[src/rtl/fifo_frame_reader.sv]
// fifo_frame_reader: pops length-prefixed frames from an FWFT byte FIFO and streams the payload.
// Statistics counters are built only when FIFO_FRAME_READER_STATS_EN is defined; otherwise tied to 0.
module fifo_frame_reader #(
    parameter int P_MAX_LEN   = 1518,
    parameter int P_CNT_WIDTH = 16
) (
    input  logic                   clk_i,
    input  logic                   rst_ni,
    input  logic [7:0]             fifo_data_i,
    input  logic                   fifo_empty_i,
    output logic                   fifo_rd_o,
    output logic [7:0]             m_data_o,
    output logic                   m_valid_o,
    output logic                   m_last_o,
    input  logic                   m_ready_i,
    output logic [P_CNT_WIDTH-1:0] frames_o,
    output logic [P_CNT_WIDTH-1:0] drops_o
);
    // state   | meaning
    // HDR_HI  | waiting for length MSB
    // HDR_LO  | waiting for length LSB, classify frame
    // PAYLOAD | forwarding payload bytes to the output register
    // DROP    | discarding payload of an oversize frame
    typedef enum logic [1:0] {HDR_HI, HDR_LO, PAYLOAD, DROP} state_t;

    localparam logic [15:0] MAX_LEN = 16'(P_MAX_LEN);

    state_t      state, state_nxt;
    logic [7:0]  len_hi;
    logic [15:0] remaining, remaining_nxt;
    logic [15:0] len;
    logic        pop;
    logic        frame_done;
    logic        frame_drop;

    assign len = {len_hi, fifo_data_i};
    // Only payload pops need room in the output register; header/drop pops never stall.
    assign pop       = ~fifo_empty_i & ((state != PAYLOAD) | ~m_valid_o | m_ready_i);
    assign fifo_rd_o = pop;

    always_ff @(posedge clk_i or negedge rst_ni) begin
        if (!rst_ni) begin
            state     <= HDR_HI;
            remaining <= 16'd0;
            len_hi    <= 8'd0;
        end else begin
            state     <= state_nxt;
            remaining <= remaining_nxt;
            if (pop && state == HDR_HI) begin
                len_hi <= fifo_data_i;
            end
        end
    end

    always_comb begin
        state_nxt     = state;
        remaining_nxt = remaining;
        frame_done    = 1'b0;
        frame_drop    = 1'b0;
        if (pop) begin
            case (state)
                HDR_HI: state_nxt = HDR_LO;
                HDR_LO: begin
                    remaining_nxt = len;
                    if (len == 16'd0) begin
                        state_nxt  = HDR_HI;
                        frame_drop = 1'b1;
                    end else if (len > MAX_LEN) begin
                        state_nxt  = DROP;
                        frame_drop = 1'b1;
                    end else begin
                        state_nxt = PAYLOAD;
                    end
                end
                PAYLOAD: begin
                    remaining_nxt = remaining - 16'd1;
                    if (remaining == 16'd1) begin
                        state_nxt  = HDR_HI;
                        frame_done = 1'b1;
                    end
                end
                DROP: begin
                    remaining_nxt = remaining - 16'd1;
                    if (remaining == 16'd1) begin
                        state_nxt = HDR_HI;
                    end
                end
                default: state_nxt = HDR_HI;
            endcase
        end
    end

    // A payload pop in the same cycle as an accept replaces the byte and keeps valid high.
    always_ff @(posedge clk_i or negedge rst_ni) begin
        if (!rst_ni) begin
            m_data_o  <= 8'd0;
            m_valid_o <= 1'b0;
            m_last_o  <= 1'b0;
        end else if (pop && state == PAYLOAD) begin
            m_data_o  <= fifo_data_i;
            m_valid_o <= 1'b1;
            m_last_o  <= (remaining == 16'd1);
        end else if (m_ready_i) begin
            m_valid_o <= 1'b0;
        end
    end

`ifdef FIFO_FRAME_READER_STATS_EN
    always_ff @(posedge clk_i or negedge rst_ni) begin
        if (!rst_ni) begin
            frames_o <= '0;
            drops_o  <= '0;
        end else begin
            if (frame_done && frames_o != '1) begin
                frames_o <= frames_o + 1'b1;
            end
            if (frame_drop && drops_o != '1) begin
                drops_o <= drops_o + 1'b1;
            end
        end
    end
`else
    logic unused_stats;
    assign unused_stats = frame_done ^ frame_drop;
    assign frames_o     = '0;
    assign drops_o      = '0;
`endif

endmodule

[config.mk]
export PLATFORM = sky130hd
export DESIGN_NAME = fifo_frame_reader
export DESIGN_NICKNAME = d
export VERILOG_FILES = /design/src/rtl/fifo_frame_reader.sv
export SDC_FILE = /design/constraint.sdc
export NUM_CORES = 1
export LEC_CHECK = 0
export BUFFER_PORTS_ARGS = -buffer_cell sky130_fd_sc_hd__buf_4
export CAP_MARGIN = 10
export CORE_MARGIN = 2
export CORE_UTILIZATION = 59
export CTS_BUF_LIST = sky130_fd_sc_hd__clkbuf_4 sky130_fd_sc_hd__clkbuf_8
export DETAILED_ROUTE_END_ITERATION = 6
export PLACE_DENSITY = 0.95
export SYNTH_ARGS = -nofsm -noshare
export SYNTH_HDL_FRONTEND = slang
export SYNTH_SLANG_ARGS = --single-unit
[constraint.sdc]
create_clock -name clk_i -period 5.28 [get_ports clk_i]
set_input_delay 0.528 -clock clk_i [delete_from_list [all_inputs] [get_ports clk_i]]
set_output_delay 0.528 -clock clk_i [all_outputs]
set_load 0.02 [all_outputs]
==> summary by stage <==
Synthesis
The area share of the largest cell type after synthesis is between 40% and 50%. After synthesis, flip-flops and latches occupy 41.4% of the total area. The mapped netlist covers 2180 um^2. Yosys attributes the largest share of cell area to dfrtp_1 (41%), buf_4 (11%), mux2_2 (8.3%). The number of synthesized flops with an enable pin is 0. The number of distinct library cells after synthesis is 46. After synthesis, the share of flip-flops with an asynchronous set or reset is 100%. The number of storage elements in the synthesis netlist is 36. The cell count after synthesis came out at 228. The biggest area consumer among synthesized cells is dfrtp_1. For this run, the leading register cell type out of synthesis is dfrtp_1. After synthesis, the mean cell area works out to between 9 and 10 um^2. The yosys synthesis warning count is 0.

Route
The first TritonRoute pass finished after 4 iterations. In the routed design, unresolved DRC markers number 0. The final routed wire length divided by cell count is 15.9 um. The routed design uses 2340 um of met2 wire. The iteration-0 DRC count of the detailed router is 87.

The amount of wire on met3 after detailed routing is 430 um. The total routed wirelength is 4750 um. The wire length the detailed router placed on met1 is 1890 um. The top routing layer in use is met4. After detailed routing, the number of vias per cell comes to 6.09.

The vias after detailed routing is 1822. The count of nets left with antenna violations after detail routing is 0.

Placed design
Including well taps, the total number of placed cells is 290. The HPWL after detailed placement is 3390 um. Buffers placed on the I/O ports in this run total 22. At the end of routability-driven placement, the weighted congestion stood at 0.862.

Setup path
The number of cells on the worst reg-to-reg path is 4. The nature of the critical path startpoint is a flop. The endpoint identified for the worst register-to-register timing path is m_data_o[1]. The critical path ends at fifo_rd_o. The category of the most critical setup path is reg -> out. Tracing the worst setup path back leads to its startpoint at state[1].

For flop-to-flop paths, the worst setup slack is 2670 ps. The arrival time at the worst endpoint is 2220 ps. In this run the worst path has a maximum fanout of 25. Data on the critical path is required at its endpoint by about 4800 ps. STA classifies the critical path endpoint as an output port.

The startpoint of the worst-slack reg-to-reg timing path is state[1].

Final layout
After the flow finishes, the layout carries non-filler instances totaling 299. The final cell utilization of the core is 65.9%. The number of antenna diodes in the final layout is 0. In the final layout, the share of cells above drive strength 1 is between 20% and 30%.

The growth of design area from synthesis to finish is 9.02%. After the last flow step, the layout net total stands at 264. The most frequent standard cell in the layout excluding fill and tap cells is dfrtp_1. The top cell types in the final layout, fill and taps aside, are dfrtp_1 (36), conb_1 (32), buf_4 (22), mux2_2 (16), nor2_1 (15).

Floorplan
In this run the horizontal extent of the chip is roughly 65 um. During I/O placement, the number of pins put on the boundary was 55. The initial utilization of the core area, before any placement, comes to 60.4%. The floorplan step defined a core boundary enclosing 3610 um^2. The total number of placement rows is 22. The die boundary height is 64.8 um.

The die covers between 4000 and 5000 um^2.

Timing
The total negative slack for setup checks is 0 ps. The total setup violations reported at the end of the flow is 0. After layout, the worst path uses 52.1% of the clock period. Clock skew on the completed layout was measured at 3.25 ps. The total count of max-transition violations in the final report is 0. The remaining max-slew budget at the tightest pin is 50.2%. The actual transition at the worst max-transition pin is around 750 ps.

Subtracting the final worst setup slack from the clock period gives roughly 2800 ps. Setup repair after global routing left no endpoint under its margin. The highest achievable clock rate is around 360 MHz.

The hold violation total from the final report is 0.

Global route
The number of antenna violations at the first check in global routing is 0. The first global-routing pass estimated approximately 7900 um of wire. The total overflow left after global routing is 0. Entering global routing, the biggest net connects 37 pins. In the global route stage, overall resource usage came out at about 25%. The via count of the first global-routing pass came to 1707.

Clock network
The tree built by TritonCTS fans out to 36 sinks. In this run the post-CTS setup repair buffer count came out at 0. Buffers inserted during clock tree synthesis total 5. The later pin in the worst-skew pair is clocked with a latency of 290 ps. In this run, post-CTS repair resized a total of 0 instances.

After clock tree synthesis, the clock-pin slew on the worst setup and hold paths is 70 ps. The clock tree from TritonCTS is done. The root cell of the clock tree is clkbuf_8. The number of buffers on the longest clock path is 2. Buffers inserted to repair hold after CTS numbered 0.

The H-tree was split into 2 levels.

Power
In this run the power density over the cells is 390 nW/um^2. The maximum resistive drop on vdd is 354 uV. Cell internal power was estimated by the tool at a little over 600 uW.

The register share of total power is 43.4%. The clock network fraction of total power is 26.4%. The portion of total power attributed to combinational logic is 30.3%. In this run the power spent charging and discharging nets is 323 uW. The power consumption is around 900 uW. The switching power as a share of total power is roughly a third.

The static leakage is 0.00107 uW.

Run status
The flow ran to the end, and the final reports show no timing, DRC or antenna violations.

Flow run
Across the run, the number of max-cap violations was 0.

Hold path
The class of the tightest hold or removal check is in -> async.
worst min path at each step:
| stage | endpoint | from | slack [ps] | depth (start not counted) |
|---|---|---|---|---|
| 2_1_floorplan | len_hi[0] | rst_ni | 230 | 0 |
| 3_3_place_gp | m_last_o | m_last_o | 470 | 2 |
| 3_5_place_dp | m_last_o | m_last_o | 480 | 2 |
| 4_1_cts | remaining[13] | rst_ni | 190 | 1 |
| 5_1_grt | remaining[13] | rst_ni | 220 | 1 |
| 6_report | len_hi[3] | rst_ni | 170 | 1 |
final cells by class:
| class | instances | area [um^2] |
|---|---|---|
| clock buffer | 5 | 68.8 |
| clock inverter | 3 | 42.5 |
| fill | 278 | 1230 |
| inverter | 5 | 18.8 |
| multi-input combinational | 179 | 1110 |
| sequential | 36 | 901 |
| tap | 48 | 60.1 |
| timing repair buffer | 23 | 176 |
routing by layer:
metal	vias to the layer above	track usage, %
li1	822	-
met1	882	29.9
met2	108	40.3
met3	10	6.08
met4	0	13.6
met5	-	0
state kept, by name, indices dropped and copies added, names as in the netlist:
| signal | flops |
|---|---|
| len_hi | 8 |
| m_data_o | 8 |
| m_last_o | 1 |
| m_valid_o | 1 |
| remaining | 16 |
| state | 2 |
critical path: stages (launching register included):
cell	delay [ps]
dfrtp_1	830
clkinv_1	450
o31a_1	460
buf_4	190
stage by stage:
stage	area [um^2]	hold WS, ps	setup slack (ps)
after floorplan	2290	232	3430
after global placement	2250	472	2800
after detailed placement	2250	483	2720
after CTS	2360	189	2570
after global routing	2370	219	2400
final	2370	175	2530
power by group through the flow:
stage	sequential (uW)	clock (uW)	combinational, uW
after floorplan	422	0	170
after global placement	399	0	268
final	402	244	280
after global routing	412	258	305
after detailed placement	404	0	276
after CTS	399	246	277
cell usage after synthesis (2+ instances only):
cell      number
clkbuf_1       6
o31a_1         2
nor3_1         8
nand2b_1       4
o21ai_0       12
nand3_1       10
nand4_1        3
and3_1         2
a22oi_1        2
buf_4         32
nand2_1       12
inv_1          4
o32ai_1        2
a21o_1         3
a21oi_1       12
or3_1          2
ha_1           2
dfrtp_1       36
and4_1         2
a31oi_1        4
nor2_1        15
mux2_2        16
nor4_1         4
or2_2          2
or4_1          3
o22ai_1        8
cells by family (layout without fill, tap and decap cells):
logic type	after synthesis	after routing	synth area share (%)
compound gates	51	51	15.0
xor+xnor	1	1	0.402
fa+ha+maj	2	2	1.15
buf+inv	44	36	13.2
flops	36	36	41.4
mux	17	17	8.73
other cells	1	32	0.172
simple gates	76	76	20.0
Note: power is estimated with default switching activity, not from simulation.
